<file path="src/rtl/rvfi_commit_sequencer_if.sv">
// RVFI record type and the commit-bus / trace-sink bundle of rvfi_commit_sequencer.
// Defining RVFI_SEQ_TIMESTAMP_EN adds the per-record stamp_o signal.
package rvfi_seq_pkg;
  typedef struct packed {
    logic        valid;
    logic        trap;
    logic [63:0] pc_rdata;
    logic [31:0] insn;
  } rvfi_instr_t;
endpackage

interface rvfi_commit_sequencer_if #(
  parameter int unsigned NrCommitPorts = 2,
  parameter int unsigned DEPTH         = 16
);
  localparam int unsigned PW = (NrCommitPorts > 1) ? $clog2(NrCommitPorts) : 1;
  localparam int unsigned LW = $clog2(DEPTH) + 1;

  rvfi_seq_pkg::rvfi_instr_t [NrCommitPorts-1:0] rvfi_i;
  logic                      drain_i;
  rvfi_seq_pkg::rvfi_instr_t trace_o;
  logic [PW-1:0]             trace_port_o;
  logic                      trace_valid_o;
  logic                      trace_ready_i;
  logic [LW-1:0]             level_o;
  logic                      overflow_o;
  logic [31:0]               drop_cnt_o;
  logic                      done_o;
`ifdef RVFI_SEQ_TIMESTAMP_EN
  logic [63:0]               stamp_o;

  modport slave (
    input  rvfi_i, drain_i, trace_ready_i,
    output trace_o, trace_port_o, trace_valid_o, level_o, overflow_o, drop_cnt_o, done_o,
           stamp_o
  );
  modport master (
    output rvfi_i, drain_i, trace_ready_i,
    input  trace_o, trace_port_o, trace_valid_o, level_o, overflow_o, drop_cnt_o, done_o,
           stamp_o
  );
`else
  modport slave (
    input  rvfi_i, drain_i, trace_ready_i,
    output trace_o, trace_port_o, trace_valid_o, level_o, overflow_o, drop_cnt_o, done_o
  );
  modport master (
    output rvfi_i, drain_i, trace_ready_i,
    input  trace_o, trace_port_o, trace_valid_o, level_o, overflow_o, drop_cnt_o, done_o
  );
`endif
endinterface

</file>
<file path="src/rtl/rvfi_commit_sequencer.sv">
// Serialises the multi-port RVFI commit bus into one in-order record stream via a FIFO,
// with all-or-nothing admission, drop accounting and an end-of-test drain. Macro: RVFI_SEQ_TIMESTAMP_EN.
//
// state    | meaning
// ST_RUN   | capture qualifying commits into the FIFO
// ST_DRAIN | captures ignored, FIFO emptied by the sink
// ST_DONE  | FIFO empty after drain, done_o high until drain_i drops
module rvfi_commit_sequencer #(
  parameter int unsigned NrCommitPorts = 2,
  parameter int unsigned DEPTH         = 16
) (
  input  logic                   clk_i,
  input  logic                   rst_ni,
  rvfi_commit_sequencer_if.slave bus
);
  import rvfi_seq_pkg::*;

  localparam int unsigned AW = (DEPTH > 1) ? $clog2(DEPTH) : 1;
  localparam int unsigned LW = $clog2(DEPTH) + 1;
  localparam int unsigned PW = (NrCommitPorts > 1) ? $clog2(NrCommitPorts) : 1;
  localparam int unsigned NW = $clog2(NrCommitPorts + 1);

  typedef enum logic [1:0] {ST_RUN, ST_DRAIN, ST_DONE} state_e;

  state_e                   state_q, state_d;
  rvfi_instr_t              mem_q      [DEPTH];
  logic [PW-1:0]            port_mem_q [DEPTH];
  logic [AW-1:0]            wr_ptr_q, wr_ptr_d, rd_ptr_q, rd_ptr_d;
  logic [LW-1:0]            level_q, level_d, free;
  logic                     overflow_q, overflow_d, done_q, done_d;
  logic [31:0]              drop_cnt_q, drop_cnt_d;
  logic [32:0]              drop_sum;
  logic [NrCommitPorts-1:0] qual;
  logic [AW-1:0]            slot [NrCommitPorts];
  logic [NW-1:0]            n_qual;
  logic                     head_valid, pop, accept, push, drop;

  // Qualifying ports are packed into consecutive slots in ascending port order.
  always_comb begin
    qual   = '0;
    slot   = '{default: '0};
    n_qual = '0;
    for (int i = 0; i < NrCommitPorts; i++) begin
      qual[i] = bus.rvfi_i[i].valid | bus.rvfi_i[i].trap;
      slot[i] = wr_ptr_q + AW'(n_qual);
      n_qual  = n_qual + NW'(qual[i]);
    end
  end

  always_comb begin
    head_valid = (level_q != '0);
    pop        = head_valid && bus.trace_ready_i;
    free       = LW'(DEPTH) - level_q + LW'(pop);
    accept     = (state_q == ST_RUN) && (n_qual != '0);
    push       = accept && (LW'(n_qual) <= free);
    drop       = accept && (LW'(n_qual) > free);

    wr_ptr_d   = push ? wr_ptr_q + AW'(n_qual) : wr_ptr_q;
    rd_ptr_d   = pop ? rd_ptr_q + AW'(1) : rd_ptr_q;
    level_d    = level_q + (push ? LW'(n_qual) : LW'(0)) - LW'(pop);

    drop_sum   = {1'b0, drop_cnt_q} + 33'(n_qual);
    drop_cnt_d = drop_cnt_q;
    overflow_d = overflow_q;
    if (drop) begin
      drop_cnt_d = drop_sum[32] ? '1 : drop_sum[31:0];
      overflow_d = 1'b1;
    end

    state_d = state_q;
    unique case (state_q)
      ST_RUN:   if (bus.drain_i) state_d = ST_DRAIN;
      ST_DRAIN: begin
        if (!bus.drain_i)         state_d = ST_RUN;
        else if (level_d == '0)   state_d = ST_DONE;
      end
      ST_DONE:  if (!bus.drain_i) state_d = ST_RUN;
      default:  state_d = ST_RUN;
    endcase
    done_d = (state_d == ST_DONE);
  end

  always_ff @(posedge clk_i or negedge rst_ni) begin
    if (!rst_ni) begin
      state_q    <= ST_RUN;
      wr_ptr_q   <= '0;
      rd_ptr_q   <= '0;
      level_q    <= '0;
      overflow_q <= 1'b0;
      drop_cnt_q <= '0;
      done_q     <= 1'b0;
    end else begin
      state_q    <= state_d;
      wr_ptr_q   <= wr_ptr_d;
      rd_ptr_q   <= rd_ptr_d;
      level_q    <= level_d;
      overflow_q <= overflow_d;
      drop_cnt_q <= drop_cnt_d;
      done_q     <= done_d;
    end
  end

  // Storage needs no reset: only slots below level_q are ever presented.
  always_ff @(posedge clk_i) begin
    for (int i = 0; i < NrCommitPorts; i++) begin
      if (push && qual[i]) begin
        mem_q[slot[i]]      <= bus.rvfi_i[i];
        port_mem_q[slot[i]] <= PW'(i);
      end
    end
  end

  assign bus.trace_valid_o = head_valid;
  assign bus.trace_o       = head_valid ? mem_q[rd_ptr_q] : '0;
  assign bus.trace_port_o  = head_valid ? port_mem_q[rd_ptr_q] : '0;
  assign bus.level_o       = level_q;
  assign bus.overflow_o    = overflow_q;
  assign bus.drop_cnt_o    = drop_cnt_q;
  assign bus.done_o        = done_q;

`ifdef RVFI_SEQ_TIMESTAMP_EN
  logic [63:0] cycle_q;
  logic [63:0] stamp_mem_q [DEPTH];

  always_ff @(posedge clk_i or negedge rst_ni) begin
    if (!rst_ni) cycle_q <= '0;
    else         cycle_q <= cycle_q + 64'd1;
  end

  always_ff @(posedge clk_i) begin
    for (int i = 0; i < NrCommitPorts; i++) begin
      if (push && qual[i]) stamp_mem_q[slot[i]] <= cycle_q;
    end
  end

  assign bus.stamp_o = head_valid ? stamp_mem_q[rd_ptr_q] : '0;
`endif
endmodule
</file>
<file path="src/flat_wrapper.sv">
// flat-port wrapper written by rule: the top's interface ports become plain ports
module rvfi_commit_sequencer_flat import rvfi_seq_pkg::*;
#(
  parameter int unsigned NrCommitPorts = 2,
  parameter int unsigned DEPTH         = 16
)
  (clk_i, rst_ni, bus_rvfi_i, bus_drain_i, bus_trace_ready_i, bus_trace_o, bus_trace_port_o, bus_trace_valid_o, bus_level_o, bus_overflow_o, bus_drop_cnt_o, bus_done_o);
  rvfi_commit_sequencer_if #(.NrCommitPorts(NrCommitPorts), .DEPTH(DEPTH)) bus_i ();
  input  logic clk_i;
  input  logic rst_ni;
  input wire logic [$bits(bus_i.rvfi_i)-1:0] bus_rvfi_i;
  input wire logic [$bits(bus_i.drain_i)-1:0] bus_drain_i;
  input wire logic [$bits(bus_i.trace_ready_i)-1:0] bus_trace_ready_i;
  output wire logic [$bits(bus_i.trace_o)-1:0] bus_trace_o;
  output wire logic [$bits(bus_i.trace_port_o)-1:0] bus_trace_port_o;
  output wire logic [$bits(bus_i.trace_valid_o)-1:0] bus_trace_valid_o;
  output wire logic [$bits(bus_i.level_o)-1:0] bus_level_o;
  output wire logic [$bits(bus_i.overflow_o)-1:0] bus_overflow_o;
  output wire logic [$bits(bus_i.drop_cnt_o)-1:0] bus_drop_cnt_o;
  output wire logic [$bits(bus_i.done_o)-1:0] bus_done_o;
  assign bus_i.rvfi_i = bus_rvfi_i;
  assign bus_i.drain_i = bus_drain_i;
  assign bus_i.trace_ready_i = bus_trace_ready_i;
  assign bus_trace_o = bus_i.trace_o;
  assign bus_trace_port_o = bus_i.trace_port_o;
  assign bus_trace_valid_o = bus_i.trace_valid_o;
  assign bus_level_o = bus_i.level_o;
  assign bus_overflow_o = bus_i.overflow_o;
  assign bus_drop_cnt_o = bus_i.drop_cnt_o;
  assign bus_done_o = bus_i.done_o;
  rvfi_commit_sequencer #(.NrCommitPorts(NrCommitPorts), .DEPTH(DEPTH)) u_core (.clk_i(clk_i), .rst_ni(rst_ni), .bus(bus_i));
endmodule
</file>
<file path="config.mk">
export PLATFORM = sky130hd
export DESIGN_NAME = rvfi_commit_sequencer_flat
export DESIGN_NICKNAME = d
export VERILOG_FILES = /design/src/rtl/rvfi_commit_sequencer_if.sv /design/src/rtl/rvfi_commit_sequencer.sv /design/src/flat_wrapper.sv
export SDC_FILE = /design/constraint.sdc
export NUM_CORES = 2
export LEC_CHECK = 0
export ABC_AREA = 0
export CAP_MARGIN = 10
export CORE_UTILIZATION = 45
export CTS_BUF_LIST = sky130_fd_sc_hd__clkbuf_16
export DETAILED_ROUTE_END_ITERATION = 7
export SETUP_SLACK_MARGIN = 0.3
export SYNTH_ARGS = -nofsm -noshare
export SYNTH_HDL_FRONTEND = slang
export SYNTH_SLANG_ARGS = --single-unit
</file>
<file path="constraint.sdc">
create_clock -name clk_i -period 35.2 [get_ports clk_i]
set_clock_uncertainty 0.2 [all_clocks]
set_input_delay 3.52 -clock clk_i [delete_from_list [all_inputs] [get_ports clk_i]]
set_output_delay 3.52 -clock clk_i [all_outputs]
set_load 0.02 [all_outputs]
</file>
After elaboration in Yosys (flattened, before gate mapping). Memory sizes are Yosys's and may differ from the RTL's. Index checks and enable logic that the tools add are counted.

Add/sub/neg operators: 9. Order comparisons: 2. Equality and inequality tests: 3. Multiplexer cells: 13. Bitwise logic cells: 2. Reduce and logical (&&, ||, !) cells: 10.

Operator list (number): $mux W98 (1); $add A32 B2 Y33 (1); $mux W32 (1); $mux W2 (5); $logic_and A1 B1 Y1 (6); $pmux W2 S3 (1); $add A5 B1 Y5 (1); $add A5 B5 Y5 (1); $gt A2 B5 Y1 (1); $le A2 B5 Y1 (1); $logic_not A5 Y1 (1); $mux W1 (5); $reduce_bool A5 Y1 (1); $sub A5 B1 Y5 (1); $sub A5 B5 Y5 const A (1); $add A4 B1 Y4 (1); $add A4 B1 Y4 const B (1); $add A4 B2 Y4 (1); $eq A2 B2 Y1 const B (2); $add A1 B1 Y2 (1); $eq A2 B1 Y1 const B (1); $logic_not A2 Y1 (1); $or A1 B1 Y1 (2); $reduce_bool A2 Y1 (1).

Bits in registers: 49. RAM bits: 1584. Output and inout port bits: 139. Word-level logic and storage cells: 48. Memories kept: 2.

Memory list: u_core.mem_q (words 16, width 98, read ports 1, clocked after memory_dff 0, wr ports 2, line rvfi_commit_sequencer.sv:26) `rvfi_instr_t mem_q [DEPTH];`; u_core.port_mem_q (words 16, width 1, read ports 1, clocked after memory_dff 0, wr ports 2, line rvfi_commit_sequencer.sv:27) `logic [PW-1:0] port_mem_q [DEPTH];`.

Depth between registers and ports, before layout.
Depth after elaboration: 13. Gate-level depth with buffers: 23. Depth with buffers taken out: 21.

Least setup slack after synthesis. OpenSTA, ideal clock, no wires.

Kind: in2reg. Start: input port bus_trace_ready_i. End: memory u_core.mem_q[0][0] (netlist bit), enable pin. Arrival time: 12.802 ns. Required time: 34.301 ns. Path slack: 21.499 ns. Stages: 13. Path through: nand2_1 -> ha_1 -> inv_1 -> ha_1 -> inv_1 -> ha_1 -> nor2b_1 -> o21ai_2 -> a22oi_2 -> buf_6 -> clkbuf_1 -> buf_1 -> o31ai_1.

RTL lines: start, declared (line flat_wrapper.sv:13) `input wire logic [$bits(bus_i.trace_ready_i)-1:0] bus_trace_ready_i;`; end, declared (line rvfi_commit_sequencer.sv:26).

==> flow_metrics.py <==
metrics = {
    "setup_path": {
        "reg2reg_to": "u_core.mem_q[2][27]",
        "cp_top_family": "buffers and inverters",
        "crit_path_start_kind": "primary input",
        "slowest_delay_ns": 0.93,
        "startpoint": "bus_rvfi_i[97]",
        "crit_top_cell": "buf_4",
        "ff2ff_setup_slack_ns": 27.52,
        "end_kind": "register",
        "timing.critical_path.buf_inv": 5,
        "path_cells": "clkdlybuf4s50_1 > nor2_1 > inv_1 > ha_1 > ha_1 > nor2b_1 > o21ai_2 > a22oi_2 > buf_4 > or3_1 > o21ai_4 > buf_4 > buf_4",
        "worstPathArrival_ns": 9.87,
        "crit_required_ns": 35.43,
        "r2r_cells": 17,
        "cp_max_fo": 41,
        "worstSetupPathType": "primary input to register",
        "timing.rr.start": "u_core.bus.level_o[2]",
        "slowest_stage": "o21ai_4",
    },
    "global_routing": {
        "grt_usage": 0.254,
        "globalRouteOverflowTotal": 0,
        "grt_pass1_wl_mm": 342,
        "grt_pass1_vias": 47226,
        "antenna_found_initial": 38,
        "grt_max_degree": 134,
    },
    "die": {
        "start_util": 0.453,
        "die_area_um2": 186000,
        "row_count": 157,
        "ioPinCount": 339,
        "core_area_um2": 183000,
        "die_x_um": 431,
        "die_h_um": 431,
    },
    "placement": {
        "gp_congestion": 0.775,
        "hpwl_mm": 128,
        "io_buffers": 338,
        "dp.cells": 7016,
    },
    "sta": {
        "setup-violations-final": 0,
        "worst_pin_slew_ns": 1.19,
        "fmax_ghz": 0.104,
        "post-route-period-util": 0.274,
        "setup_tns_ns": 0,
        "relSlewSlack": 0.206,
        "hold_viol_final": 0,
        "fin_crit_ns": 9.65,
        "rsz0062_at_grt": "false",
        "slew_violations": 0,
    },
    "cts": {
        "cts_setup_buffers": 0,
        "postCtsHoldBufs": 0,
        "clkLatencyLatePin_ns": 0.81,
        "root_buffer": "clkbuf_16",
        "clk_pin_slew_ns": 0.06,
        "cts_resized": 0,
        "htree_levels": 4,
        "cts.sinks": 1633,
        "cts_tree": "built",
        "clk_path_buf_depth": 3,
        "cts_inserted_buffers": 182,
    },
    "run_status": {
        "status": "complete, but fails checks",
        "violations": "design-rule violations",
    },
    "synth": {
        "syn_nets": 4859,
        "netlist_area_um2": 82800,
        "synth_edf_count": 1568,
        "ys.flop_type": "edfxtp_1",
        "syn_avg_cell_area_um2": 17.9,
        "syn_inst": 4636,
        "yosysSeqAreaShare": 0.587,
        "yosys_warnings": 0,
        "async_reset_ff_frac": 0.0300,
        "ys_ff_latch": 1633,
        "synthDistinctLibCells": 61,
    },
    "detailed_routing": {
        "drt_iter0_drc": 3762,
        "post_drt_wl_per_cell_um": 32.1,
        "first_pass_iters": 8,
        "wl_mm": 236,
        "route.vias.total": 44700,
        "route.detailed.drc": 12,
        "postRouteAntennaNets": 0,
        "routed_via_density": 6.08,
    },
    "layout": {
        "final_layout_size_suffix_gt1_frac": 0.483,
        "nets": 4959,
        "ff_latch_area_um2": 48600,
        "layout_commonest_cell": "edfxtp_1",
        "finalNonFillerCells": 7358,
        "multiInputGateArea_um2": 32200,
        "num-fill-cells": 14938,
        "area_growth_pct": 13.1,
        "final_cell_mix": "1,568 x edfxtp_1, 1,394 x mux2_2, 495 x mux4_2",
    },
    "power": {
        "powerDensity_nw_per_um2": 85.3,
        "vdd_drop_max_mv": 0.0742,
        "power.leakage_uw": 0.0309,
    },
    "hold_path": {
        "hold_depth": 2,
        "hold_class": "register to register",
        "holdPathEnd": "u_core.port_mem_q[0]",
        "hold_start": "u_core.port_mem_q[0]",
    },
    "job": {
        "maxCapViolations": 0,
    },
}
==> worst max-delay path by stage <==
| stage | endpoint | slack [ns] | depth (start not counted) |
|---|---|---|---|
| detailed placement | u_core.mem_q[2][56] | 24.73 | 13 |
| global placement | u_core.mem_q[10][61] | 24.78 | 13 |
| floorplan | u_core.mem_q[0][0] | 21.50 | 13 |
| finish | u_core.mem_q[2][27] | 25.55 | 13 |
| global route | u_core.mem_q[2][21] | 25.25 | 13 |
| CTS | u_core.mem_q[2][21] | 25.60 | 13 |
==> cell usage after synthesis, types with 3 or more instances <==
library cell | n | area (um^2)
or4_1 | 12 | 90.1
dfrtp_1 | 49 | 1230
xor2_1 | 6 | 52.6
mux2_1 | 77 | 867
a21o_1 | 6 | 45.0
a211oi_1 | 4 | 30.0
and4_1 | 7 | 61.3
o21ai_0 | 22 | 110
nand2b_1 | 9 | 56.3
nor3_1 | 6 | 30.0
xnor2_1 | 21 | 184
mux4_2 | 495 | 11100
mux2_2 | 1394 | 15700
and3_1 | 6 | 37.5
or2_2 | 4 | 25.0
nand4_1 | 4 | 25.0
a21oi_1 | 9 | 45.0
o41ai_1 | 4 | 35.0
inv_1 | 24 | 90.1
buf_6 | 13 | 146
buf_1 | 35 | 131
fa_1 | 3 | 60.1
a2111oi_0 | 8 | 70.1
nor4_1 | 4 | 25.0
and2_1 | 101 | 632
mux2_4 | 98 | 1470
clkbuf_1 | 304 | 1140
o31ai_1 | 12 | 90.1
dfxtp_1 | 16 | 320
nand2_1 | 57 | 214
a31oi_1 | 3 | 18.8
nand3_1 | 27 | 135
edfxtp_1 | 1568 | 47100
ha_1 | 20 | 250
nor2_1 | 12 | 45.0
buf_2 | 158 | 791
or3_1 | 8 | 50.1
==> state kept, by name, indices dropped and copies added (netlist names) <==
register / count
u_core.mem_q: 1568
u_core.bus.drop_cnt_o: 32
u_core.port_mem_q: 16
u_core.bus.level_o: 5
u_core.rd_ptr_q: 4
u_core.wr_ptr_q: 4
u_core.state_q: 2
u_core.bus.done_o: 1
u_core.bus.overflow_o: 1
==> tightest hold or removal path, cell delays in order, from the launching register on <==
cell and delay (ns):
dfxtp_1 0.31, o31ai_1 0.06, nand2_1 0.05
==> power breakdown <==
| group | internal (uW) | switching (uW) | total [uW] |
|---|---|---|---|
| Clock | 1020 | 791 | 1810 |
| Combinational | 1480 | 1800 | 3280 |
| Sequential | 2750 | 162 | 2910 |
| Total | 5240 | 2750 | 7990 |
==> cells by family (layout without fill, tap and decap cells) <==
kind of cell | after synthesis | after routing | share of synthesized area
xor gates and xnor gates | 27 | 27 | 0.00285
other | 0 | 12 | 0
muxes | 2066 | 2066 | 0.353
DFF | 1633 | 1633 | 0.587
AOI/OAI and AO/OA | 86 | 86 | 0.00764
adders and majority gates | 23 | 23 | 0.00375
buffers and inverters | 534 | 780 | 0.0278
and+or+nand+nor | 267 | 267 | 0.0185
==> cell type report <==
class                           count  share of cell area
Sequential cell                  1633               0.519
Multi-Input combinational cell   2469               0.343
Clock buffer                      184              0.0491
Timing Repair Buffer              426              0.0440
Tap cell                         2464              0.0329
Clock inverter                    146              0.0101
Inverter                           24            0.000961
Antenna cell                       12            0.000320
==> per-layer routing <==
layer  GRT usage  vias up  wire, um
li1            -    18939         -
met3      0.0338      354     10600
met1       0.330    24158     97000
met2       0.441     1229    122000
met5           0        -       120
met4      0.0785       20      6560
==> stage by stage <==
step	instance area [um^2]	worst slack, ns	hold slack, ns	util	total power, uW
finish	93700	25.55	0.252	0.512	7990
global route	93700	25.25	0.272	0.512	8290
CTS	93700	25.60	0.253	0.512	8080
floorplan	82800	21.50	0.222	-	5080
global placement	88100	24.78	0.238	0.482	6240
detailed placement	88100	24.73	0.243	0.482	6270
(Power assumes the default switching activity.)
